[src/rtl/prog_mem_loader.sv]
// prog_mem_loader
//
// Program/data RAM of 2^AW words x DW bits that sits directly on the CPU
// memory bus. A byte-stream loader port fills the RAM and then delivers a
// trailing checksum. The CPU is held in reset until a complete image has
// arrived and its checksum matches. A new image can be loaded at any time
// by pulsing ld_start.
//
// Ports
//   clk              system clock, rising edge
//   reset_n          asynchronous active-low reset
//   ld_start         one-cycle pulse that begins or restarts a load
//   ld_valid         ld_data carries a byte
//   ld_data          2^AW program words, then one checksum byte
//   ld_ready         loader accepts a byte this cycle
//   cpu_reset_n      registered active-low reset to the CPU
//   cpu_mem_address  CPU read/write address
//   cpu_mem_data_w   CPU write data
//   cpu_mem_we       CPU write enable (honoured only while running)
//   cpu_mem_data_r   combinational read data at cpu_mem_address
//   load_done        last load passed its checksum; CPU running
//   load_error       last load failed its checksum
//   load_count       words accepted in the current load
module prog_mem_loader #(
  parameter int AW       = 4,
  parameter int DW       = 8,
  parameter int BOOT_RUN = 0
) (
  input  logic          clk,
  input  logic          reset_n,
  input  logic          ld_start,
  input  logic          ld_valid,
  input  logic [DW-1:0] ld_data,
  output logic          ld_ready,
  output logic          cpu_reset_n,
  input  logic [AW-1:0] cpu_mem_address,
  input  logic [DW-1:0] cpu_mem_data_w,
  input  logic          cpu_mem_we,
  output logic [DW-1:0] cpu_mem_data_r,
  output logic          load_done,
  output logic          load_error,
  output logic [AW:0]   load_count
);

  typedef enum logic [2:0] {
    ST_IDLE  = 3'd0,
    ST_LOAD  = 3'd1,
    ST_CHECK = 3'd2,
    ST_RUN   = 3'd3,
    ST_ERR   = 3'd4
  } state_t;

  localparam int   DEPTH       = 1 << AW;
  localparam state_t RESET_STATE = (BOOT_RUN != 0) ? ST_RUN : ST_IDLE;
  localparam logic RESET_CPU_N = (BOOT_RUN != 0);
  // Index of the final program word; accepting it moves on to the checksum.
  localparam logic [AW:0] LAST_WORD = {1'b0, {AW{1'b1}}};

  state_t        state_q, state_d;
  logic [AW:0]   counter_q, counter_d;
  logic [DW-1:0] acc_q, acc_d;
  logic          done_q, done_d;
  logic          err_q, err_d;
  logic          cpu_rst_n_q, cpu_rst_n_d;

  logic          handshake;
  logic          ld_wr_en;
  logic          cpu_wr_en;
  logic          sum_match;

  logic [DW-1:0] mem [0:DEPTH-1];

  assign handshake = ld_valid && ld_ready;
  assign sum_match = (ld_data == acc_q);

  // ------------------------------------------------------------------
  // FSM: state register
  // ------------------------------------------------------------------
  always_ff @(posedge clk or negedge reset_n) begin
    if (!reset_n) begin
      state_q <= RESET_STATE;
    end else begin
      state_q <= state_d;
    end
  end

  // ------------------------------------------------------------------
  // FSM: next-state logic. ld_start wins over everything, including a
  // handshake presented in the same cycle.
  // ------------------------------------------------------------------
  always_comb begin
    state_d = state_q;
    if (ld_start) begin
      state_d = ST_LOAD;
    end else begin
      case (state_q)
        ST_LOAD: begin
          if (handshake && (counter_q == LAST_WORD)) begin
            state_d = ST_CHECK;
          end
        end
        ST_CHECK: begin
          if (handshake) begin
            state_d = sum_match ? ST_RUN : ST_ERR;
          end
        end
        default: state_d = state_q;
      endcase
    end
  end

  // ------------------------------------------------------------------
  // FSM: outputs decoded from the registered state.
  // ------------------------------------------------------------------
  always_comb begin
    ld_ready  = ((state_q == ST_LOAD) || (state_q == ST_CHECK)) && !ld_start;
    ld_wr_en  = (state_q == ST_LOAD) && handshake;
    cpu_wr_en = (state_q == ST_RUN) && cpu_mem_we;
  end

  // ------------------------------------------------------------------
  // Datapath: word counter, running checksum, status flags, CPU reset.
  // ------------------------------------------------------------------
  always_comb begin
    counter_d   = counter_q;
    acc_d       = acc_q;
    done_d      = done_q;
    err_d       = err_q;
    cpu_rst_n_d = cpu_rst_n_q;
    if (ld_start) begin
      counter_d   = '0;
      acc_d       = '0;
      done_d      = 1'b0;
      err_d       = 1'b0;
      cpu_rst_n_d = 1'b0;
    end else if (ld_wr_en) begin
      counter_d = counter_q + 1'b1;
      acc_d     = acc_q + ld_data;
    end else if ((state_q == ST_CHECK) && handshake) begin
      if (sum_match) begin
        done_d      = 1'b1;
        cpu_rst_n_d = 1'b1;
      end else begin
        err_d = 1'b1;
      end
    end
  end

  always_ff @(posedge clk or negedge reset_n) begin
    if (!reset_n) begin
      counter_q   <= '0;
      acc_q       <= '0;
      done_q      <= 1'b0;
      err_q       <= 1'b0;
      cpu_rst_n_q <= RESET_CPU_N;
    end else begin
      counter_q   <= counter_d;
      acc_q       <= acc_d;
      done_q      <= done_d;
      err_q       <= err_d;
      cpu_rst_n_q <= cpu_rst_n_d;
    end
  end

  // ------------------------------------------------------------------
  // Memory. Deliberately not reset so a partial image survives a reset.
  // The loader and CPU write ports are mutually exclusive by state, so a
  // single write port is enough. The read is asynchronous because the CPU
  // captures read data on the edge after it presents the address.
  // ------------------------------------------------------------------
  always_ff @(posedge clk) begin
    if (ld_wr_en) begin
      mem[counter_q[AW-1:0]] <= ld_data;
    end else if (cpu_wr_en) begin
      mem[cpu_mem_address] <= cpu_mem_data_w;
    end
  end

  assign cpu_mem_data_r = mem[cpu_mem_address];

  assign cpu_reset_n = cpu_rst_n_q;
  assign load_done   = done_q;
  assign load_error  = err_q;
  assign load_count  = counter_q;

endmodule

[config.mk]
export PLATFORM = sky130hd
export DESIGN_NAME = prog_mem_loader
export DESIGN_NICKNAME = d
export VERILOG_FILES = /design/src/rtl/prog_mem_loader.sv
export SDC_FILE = /design/constraint.sdc
export NUM_CORES = 1
export LEC_CHECK = 0
export ABC_AREA = 1
export ABC_CLOCK_PERIOD_IN_PS = 4400
export CAP_MARGIN = 0
export CORE_ASPECT_RATIO = 1.25
export CORE_MARGIN = 5
export CORE_UTILIZATION = 55
export DETAILED_ROUTE_END_ITERATION = 7
export GPL_TIMING_DRIVEN = 0
export PLACE_DENSITY = 0.87
export SLEW_MARGIN = 20
export SYNTH_ARGS = -nofsm -noshare
export SYNTH_HDL_FRONTEND = slang
export SYNTH_SLANG_ARGS = --single-unit
[constraint.sdc]
create_clock -name clk -period 4.4 [get_ports clk]
set_input_delay 1.32 -clock clk [delete_from_list [all_inputs] [get_ports clk]]
set_output_delay 1.32 -clock clk [all_outputs]
set_load 0.05 [all_outputs]
==> impl_metrics.tcl, run 1 <==
set metrics [dict create \
    status "finished, final reports clean" \
    critical_path_class "in -> out" \
    critPathTopFamily "buffers and inverters" \
    finish.utilization 0.6666 \
    boundaryPins 42 \
    grt_start_max_net_pins 19 \
    root_buffer "sky130_fd_sc_hd__clkbuf_16" \
    vdd_ir_drop_max_v 0.0003259 \
    layout_common_cells "139 x sky130_fd_sc_hd__nor2_1, 128 x sky130_fd_sc_hd__edfxtp_1, 75 x sky130_fd_sc_hd__nand2_1" \
    tritoncts_clock_tree "built" \
    cts_hold_repair.buffers 0 \
    period_minus_slack_ns 4.232 \
    fin_skew_ns 0.006738 \
    endpoint_kind "output port" \
    setup-tns-final_ns 0 \
    cpMostUsedCell "sky130_fd_sc_hd__buf_4" \
    critPathMaxStageDelay_ns 0.31 \
    timing.final.crit_share 0.9619 \
    routed_via_density 5.803 \
    gate_count_post_synth 616 \
    ys_seq_elements 146 \
    floorplan.die_area_um2 14300 \
    chipHeight_um 132.4 \
    max-clock-path-buffers 2 \
    yosysSeqAreaShare 0.6510 \
    clk_pin_slew_ns 0.06 \
    path_cells "dlygate4sd2_1, inv_2, buf_4, clkbuf_2, o21ai_0, o211ai_1, nand3_1, nand2_1, buf_4" \
    routed-via-count 4915 \
    num-fill-cells 874 \
    antennaDiodeCount 0 \
    synth_largest_type_area_fraction 0.5827 \
    clock_insertion_delay_worst_skew_ns 0.42 \
    worst-slew-pin-transition_ns 1.124 \
    gp_routability_congestion 0.9212 \
    cp_max_stage_cell "sky130_fd_sc_hd__o21ai_0" \
    critical_path_arrival_ns 2.91 \
    layout-drive-gt1-share 0.1385 \
    placeableCoreArea_um2 11670 \
    cts.sinks 146 \
    post_synth_instance_area_um2 6596 \
    setup_slack_ns 0.1675 \
    grt_pass1_vias 4956 \
    max_clock_freq_mhz 236.3 \
    rsz0062_at_grt "false" \
    max-slew-margin-rel 0.2449 \
    initial_core_util 0.5652 \
    dp_worst_setup_slack_ns -0.7219 \
    max-cap-violations 0 \
    mostFrequentLayoutCell "sky130_fd_sc_hd__nor2_1" \
    multiInputGateArea_um2 2023 \
    ant_nets 0 \
    io_buffer_count 38 \
    hold_violations 0 \
    critical_path_buf_inv_count 5 \
    cts-htree-levels 4 \
    crit_required_ns 3.08 \
    detailedPlacementHpwl_um 11140 \
    hold_path_class "reg -> reg" \
    synth_largest_area_cell "sky130_fd_sc_hd__edfxtp_1" \
    power.density_nw_per_um2 447.1 \
    cts_made_buffers 17 \
    synth.distinct_cells 29 \
    report.final.setup_viol 0 \
    wl_per_cell_um 19.35 \
    design.final.nets 708 \
    seq_area_um2 4294 \
    startpoint_type "primary input" \
    crit_fanout 10 \
    synth-warning-count 0 \
    grtUsageTotal 0.2412 \
    area.growth.synth_to_final_pct 17.94 \
    grt_pass1_wl_um 26030 \
    postSynthNetCount 651 \
    hold_ws_ns 0.4936 \
    die_w_um 108.0 \
    slew_viol_final 0 \
    fp-row-count 44 \
    violation_count_after_the_first_detailed_route_iteration 488 \
    dr.pass1.iters 8 \
    design_power_total_uw 3478 \
    wl_um 16390 \
    total_grt_overflow 0 \
    synth.top_cells.by_area "sky130_fd_sc_hd__edfxtp_1 58%, sky130_fd_sc_hd__nor2_1 7.9%, sky130_fd_sc_hd__dfrtp_1 6.8%, sky130_fd_sc_hd__o21ai_0 5.2%, sky130_fd_sc_hd__nand2_1 4.3%" \
    postCtsSetupBuffers 0 \
    synth.avg_cell_area_um2 10.71 \
    static-leakage-power_uw 0.002950 \
    grt_antenna_before_repair 0 \
    detail_route.drc_violations 0 \
]
==> Yosys cell counts <==
| master | number |
|---|---|
| sky130_fd_sc_hd__buf_2 | 13 |
| sky130_fd_sc_hd__nand4_1 | 4 |
| sky130_fd_sc_hd__o21ai_2 | 5 |
| sky130_fd_sc_hd__o21ai_0 | 69 |
| sky130_fd_sc_hd__nand3_1 | 56 |
| sky130_fd_sc_hd__a31oi_1 | 1 |
| sky130_fd_sc_hd__o211ai_1 | 9 |
| sky130_fd_sc_hd__dfrtp_1 | 18 |
| sky130_fd_sc_hd__nand3_4 | 1 |
| sky130_fd_sc_hd__buf_6 | 2 |
| sky130_fd_sc_hd__nand3_2 | 4 |
| sky130_fd_sc_hd__inv_2 | 8 |
| sky130_fd_sc_hd__nor2_2 | 1 |
| sky130_fd_sc_hd__fa_1 | 1 |
| sky130_fd_sc_hd__clkbuf_1 | 8 |
| sky130_fd_sc_hd__nand2_1 | 75 |
| sky130_fd_sc_hd__buf_1 | 1 |
| sky130_fd_sc_hd__nor2_1 | 139 |
| sky130_fd_sc_hd__o21ai_4 | 1 |
| sky130_fd_sc_hd__ha_1 | 9 |
| sky130_fd_sc_hd__edfxtp_1 | 128 |
| sky130_fd_sc_hd__mux2_2 | 8 |
| sky130_fd_sc_hd__a21oi_1 | 5 |
| sky130_fd_sc_hd__o22ai_1 | 2 |
| sky130_fd_sc_hd__buf_4 | 5 |
| sky130_fd_sc_hd__nand2_2 | 5 |
| sky130_fd_sc_hd__xnor2_1 | 4 |
| sky130_fd_sc_hd__nor3_1 | 6 |
| sky130_fd_sc_hd__inv_1 | 28 |
==> kinds of logic (layout without fill, tap and decap cells) <==
family | count (synthesis) | in the layout | synth area share
AO/OA/AOI/OAI | 92 | 92 | 0.07834
XOR/XNOR | 4 | 4 | 0.005311
adder cells (fa/ha/maj) | 10 | 10 | 0.02011
buffers and inverters | 65 | 135 | 0.04457
flip-flops | 146 | 146 | 0.6510
multiplexers | 8 | 8 | 0.01366
AND/OR/NAND/NOR | 291 | 291 | 0.1870
==> where the power goes <==
part           switching, uW  internal [uW]
Sequential              23.4           1550
Clock                    539            917
Combinational            308            139
Total                    870           2610
==> cell type report <==
| class | instances | area share |
|---|---|---|
| clock buffers | 22 | 0.05967 |
| plain buffers | 29 | 0.02203 |
| clock inverters | 10 | 0.01705 |
| flip-flops and latches | 146 | 0.5519 |
| repair buffers | 38 | 0.04600 |
| well taps | 161 | 0.02589 |
| inverters | 36 | 0.01737 |
| multi-input cells | 405 | 0.2601 |
==> state kept, by name (all words and copies together) (netlist names) <==
signal       count
mem            128
load_error       1
state_q          3
load_count       5
acc_q            8
cpu_reset_n      1
==> metrics by stage <==
step / std cells / cell area, um2
3_3_place_gp: 815 / 7178
4_1_cts: 847 / 7775
2_1_floorplan: 616 / 6596
6_report: 847 / 7780
3_5_place_dp: 815 / 7188
5_1_grt: 847 / 7780
==> worst min-delay path: cells and delay by family (launching register included) <==
family | cells | cell delay [ns]
DFF | 1 | 0.34
and+or+nand+nor | 2 | 0.11
==> path summary, 6_finish.rpt <==
kind                       slack, ns  cells past startpoint                from                 to
setup / recovery                0.17                      9  cpu_mem_address[0]  cpu_mem_data_r[2]
hold / removal                  0.49                      2            acc_q[0]           acc_q[0]
setup reg to reg                1.92                      6          state_q[2]          mem[2][4]
hold reg to reg                 0.49                      2            acc_q[0]           acc_q[0]
max in group asynchronous       2.49                      1             reset_n           acc_q[3]
min in group asynchronous       1.39                      1             reset_n           acc_q[1]
==> metal layers <==
metal | up-vias | share of wire | global-route usage | wire length (um)
li1 | 2248 | - | - | -
met1 | 2317 | 0.37 | 0.3032 | 6142
met2 | 298 | 0.50 | 0.3963 | 8164
met3 | 52 | 0.082 | 0.05166 | 1348
met4 | 0 | 0.045 | 0.1158 | 731
met5 | - | 0 | 0 | 0
==> timing repair <==
item,4_1_cts,5_1_grt
endpoints found under the hold margin,0,0
setup endpoints to repair,8,0
resized for setup,55,0
Note: power is estimated with default switching activity, not from simulation.
==> run 2: changes to the inputs <==
--- a/config.mk
+++ b/config.mk
@@ -14,6 +14,7 @@
 export DETAILED_ROUTE_END_ITERATION = 7
 export GPL_TIMING_DRIVEN = 0
 export PLACE_DENSITY = 0.87
+export REMOVE_ABC_BUFFERS = 1
 export SLEW_MARGIN = 20
 export SYNTH_ARGS = -nofsm -noshare
 export SYNTH_HDL_FRONTEND = slang
==> run 2 against run 1 <==
Sequential power is essentially flat. Utilization is 0.20 points lower. Largest power group unchanged. Via count fell by 1.4%. Largest cell class unchanged. Critical endpoint is now cpu_mem_data_r[3].
==> impl_metrics.tcl, run 2 (same netlist as run 1, synthesis figures left out) <==
set metrics [dict create \
    worst_hold_stages 2 \
    dp_worst_setup_slack_ns -1.624 \
    endpoint_kind "output port" \
    design_power_total_uw 3453 \
    io_buffer_count 41 \
    period_minus_slack_ns 4.321 \
    design.final.nets 686 \
    setup_slack_ns 0.07899 \
    routed-via-count 4845 \
    antennaDiodeCount 0 \
    grt_antenna_before_repair 0 \
    worst-slew-pin-transition_ns 1.200 \
    hold_path_class "reg -> reg" \
    detail_route.drc_violations 0 \
    area.growth.synth_to_final_pct 17.58 \
    crit_fanout 18 \
    max-clock-path-buffers 2 \
    hold_violations 0 \
    startpoint_type "primary input" \
    critical_path_arrival_ns 3.00 \
    clock_insertion_delay_worst_skew_ns 0.42 \
    cts.sinks 146 \
    wl_um 15280 \
    tritoncts_clock_tree "built" \
    finish.utilization 0.6646 \
    status "finished, final reports clean" \
    max-cap-violations 0 \
    crit_required_ns 3.08 \
    rr_startpoint "state_q[2]" \
    setup-tns-final_ns 0 \
    floorplan.die_area_um2 14300 \
    cts_made_buffers 17 \
    regMostFlops "mem" \
    grtUsageTotal 0.2201 \
    worstSetupStartpoint "cpu_mem_address[2]" \
    layout-drive-gt1-share 0.1265 \
    cts-htree-levels 4 \
    die_w_um 108.0 \
    grt_pass1_wl_um 23700 \
    report.final.setup_viol 0 \
    max_clock_freq_mhz 231.4 \
    layout_common_cells "139 x sky130_fd_sc_hd__nor2_1, 128 x sky130_fd_sc_hd__edfxtp_1, 75 x sky130_fd_sc_hd__nand2_1" \
    clk_pin_slew_ns 0.06 \
    critical_path_class "in -> out" \
    fp-row-count 44 \
    boundaryPins 42 \
    max_reg_flops 128 \
    timing.final.crit_share 0.9820 \
    r2r_depth 5 \
    dr.pass1.iters 7 \
    reg2reg_setup_slack_ns 1.60 \
    gp_routability_congestion 0.8887 \
    initial_core_util 0.5652 \
    total_grt_overflow 0 \
    violation_count_after_the_first_detailed_route_iteration 471 \
    routed_via_density 5.873 \
    num-fill-cells 800 \
    mostFrequentLayoutCell "sky130_fd_sc_hd__nor2_1" \
    fin_skew_ns 0.008072 \
    grt_start_max_net_pins 66 \
    grt_pass1_vias 4677 \
    hold_ws_ns 0.4763 \
    root_buffer "sky130_fd_sc_hd__clkbuf_16" \
    vdd_ir_drop_max_v 0.0003207 \
    max-slew-margin-rel 0.1940 \
    detailedPlacementHpwl_um 9205 \
    worstReg2RegEnd "mem[3][3]" \
    ant_nets 0 \
    static-leakage-power_uw 0.002887 \
    wl_per_cell_um 18.52 \
    critical_path.endpoint "cpu_mem_data_r[3]" \
    chipHeight_um 132.4 \
    placeableCoreArea_um2 11670 \
    power.density_nw_per_um2 445.2 \
    slew_viol_final 0 \
    cts_hold_repair.buffers 0 \
]
## run 2: routing by layer
metal / share of wire / vias up / track usage
li1: - / 2199 / -
met1: 0.37 / 2309 / 0.2686
met2: 0.51 / 299 / 0.3683
met3: 0.098 / 38 / 0.05702
met4: 0.026 / 0 / 0.09474
met5: 0 / - / 0
## run 2: repair_timing
item                       in CTS  in global routing
resized for setup              40                  9
setup buffers                   0                  2
gates cloned                    0                  1
setup endpoints to repair      24                  8
## run 2: how the worst min path moves through the flow
stage                        start  endpoint  slack [ns]
final                     acc_q[4]  acc_q[4]        0.48
after global routing      acc_q[0]  acc_q[0]        0.52
after CTS                 acc_q[4]  acc_q[4]        0.48
after detailed placement  acc_q[4]  acc_q[4]        0.47
after global placement    acc_q[4]  acc_q[4]        0.46
after floorplan           acc_q[0]  acc_q[0]        0.45
## run 2: cell type report
class,instances,area [um2],share of cell area
inverters,36,162.7,0.02097
clock inverters,15,167.7,0.02162
repair buffers,45,481.7,0.06211
multi-input cells,405,2023,0.2608
well taps,161,201.4,0.02597
flip-flops and latches,146,4294,0.5536
clock buffers,17,425.4,0.05485
## run 2: critical path, cell delays in order
cell	delay, ns
sky130_fd_sc_hd__clkdlybuf4s15_2	0.52
sky130_fd_sc_hd__clkinvlp_4	0.20
sky130_fd_sc_hd__buf_4	0.21
sky130_fd_sc_hd__o211ai_1	0.10
sky130_fd_sc_hd__nand3_1	0.14
sky130_fd_sc_hd__nand2_1	0.12
sky130_fd_sc_hd__clkdlybuf4s15_2	0.37
## run 2: stage by stage
step	instances	cell area (um2)
after floorplan	587	6437
after global placement	789	7049
after detailed placement	790	7074
after CTS	822	7695
after global routing	825	7756
final	825	7756
## run 2: report_power, final
group / switching [uW] / internal, uW / leakage, uW
Combinational: 303 / 136 / 0.00121
Clock: 556 / 884 / 0.000287
Sequential: 22.3 / 1550 / 0.00139
Total: 881 / 2570 / 0.00289
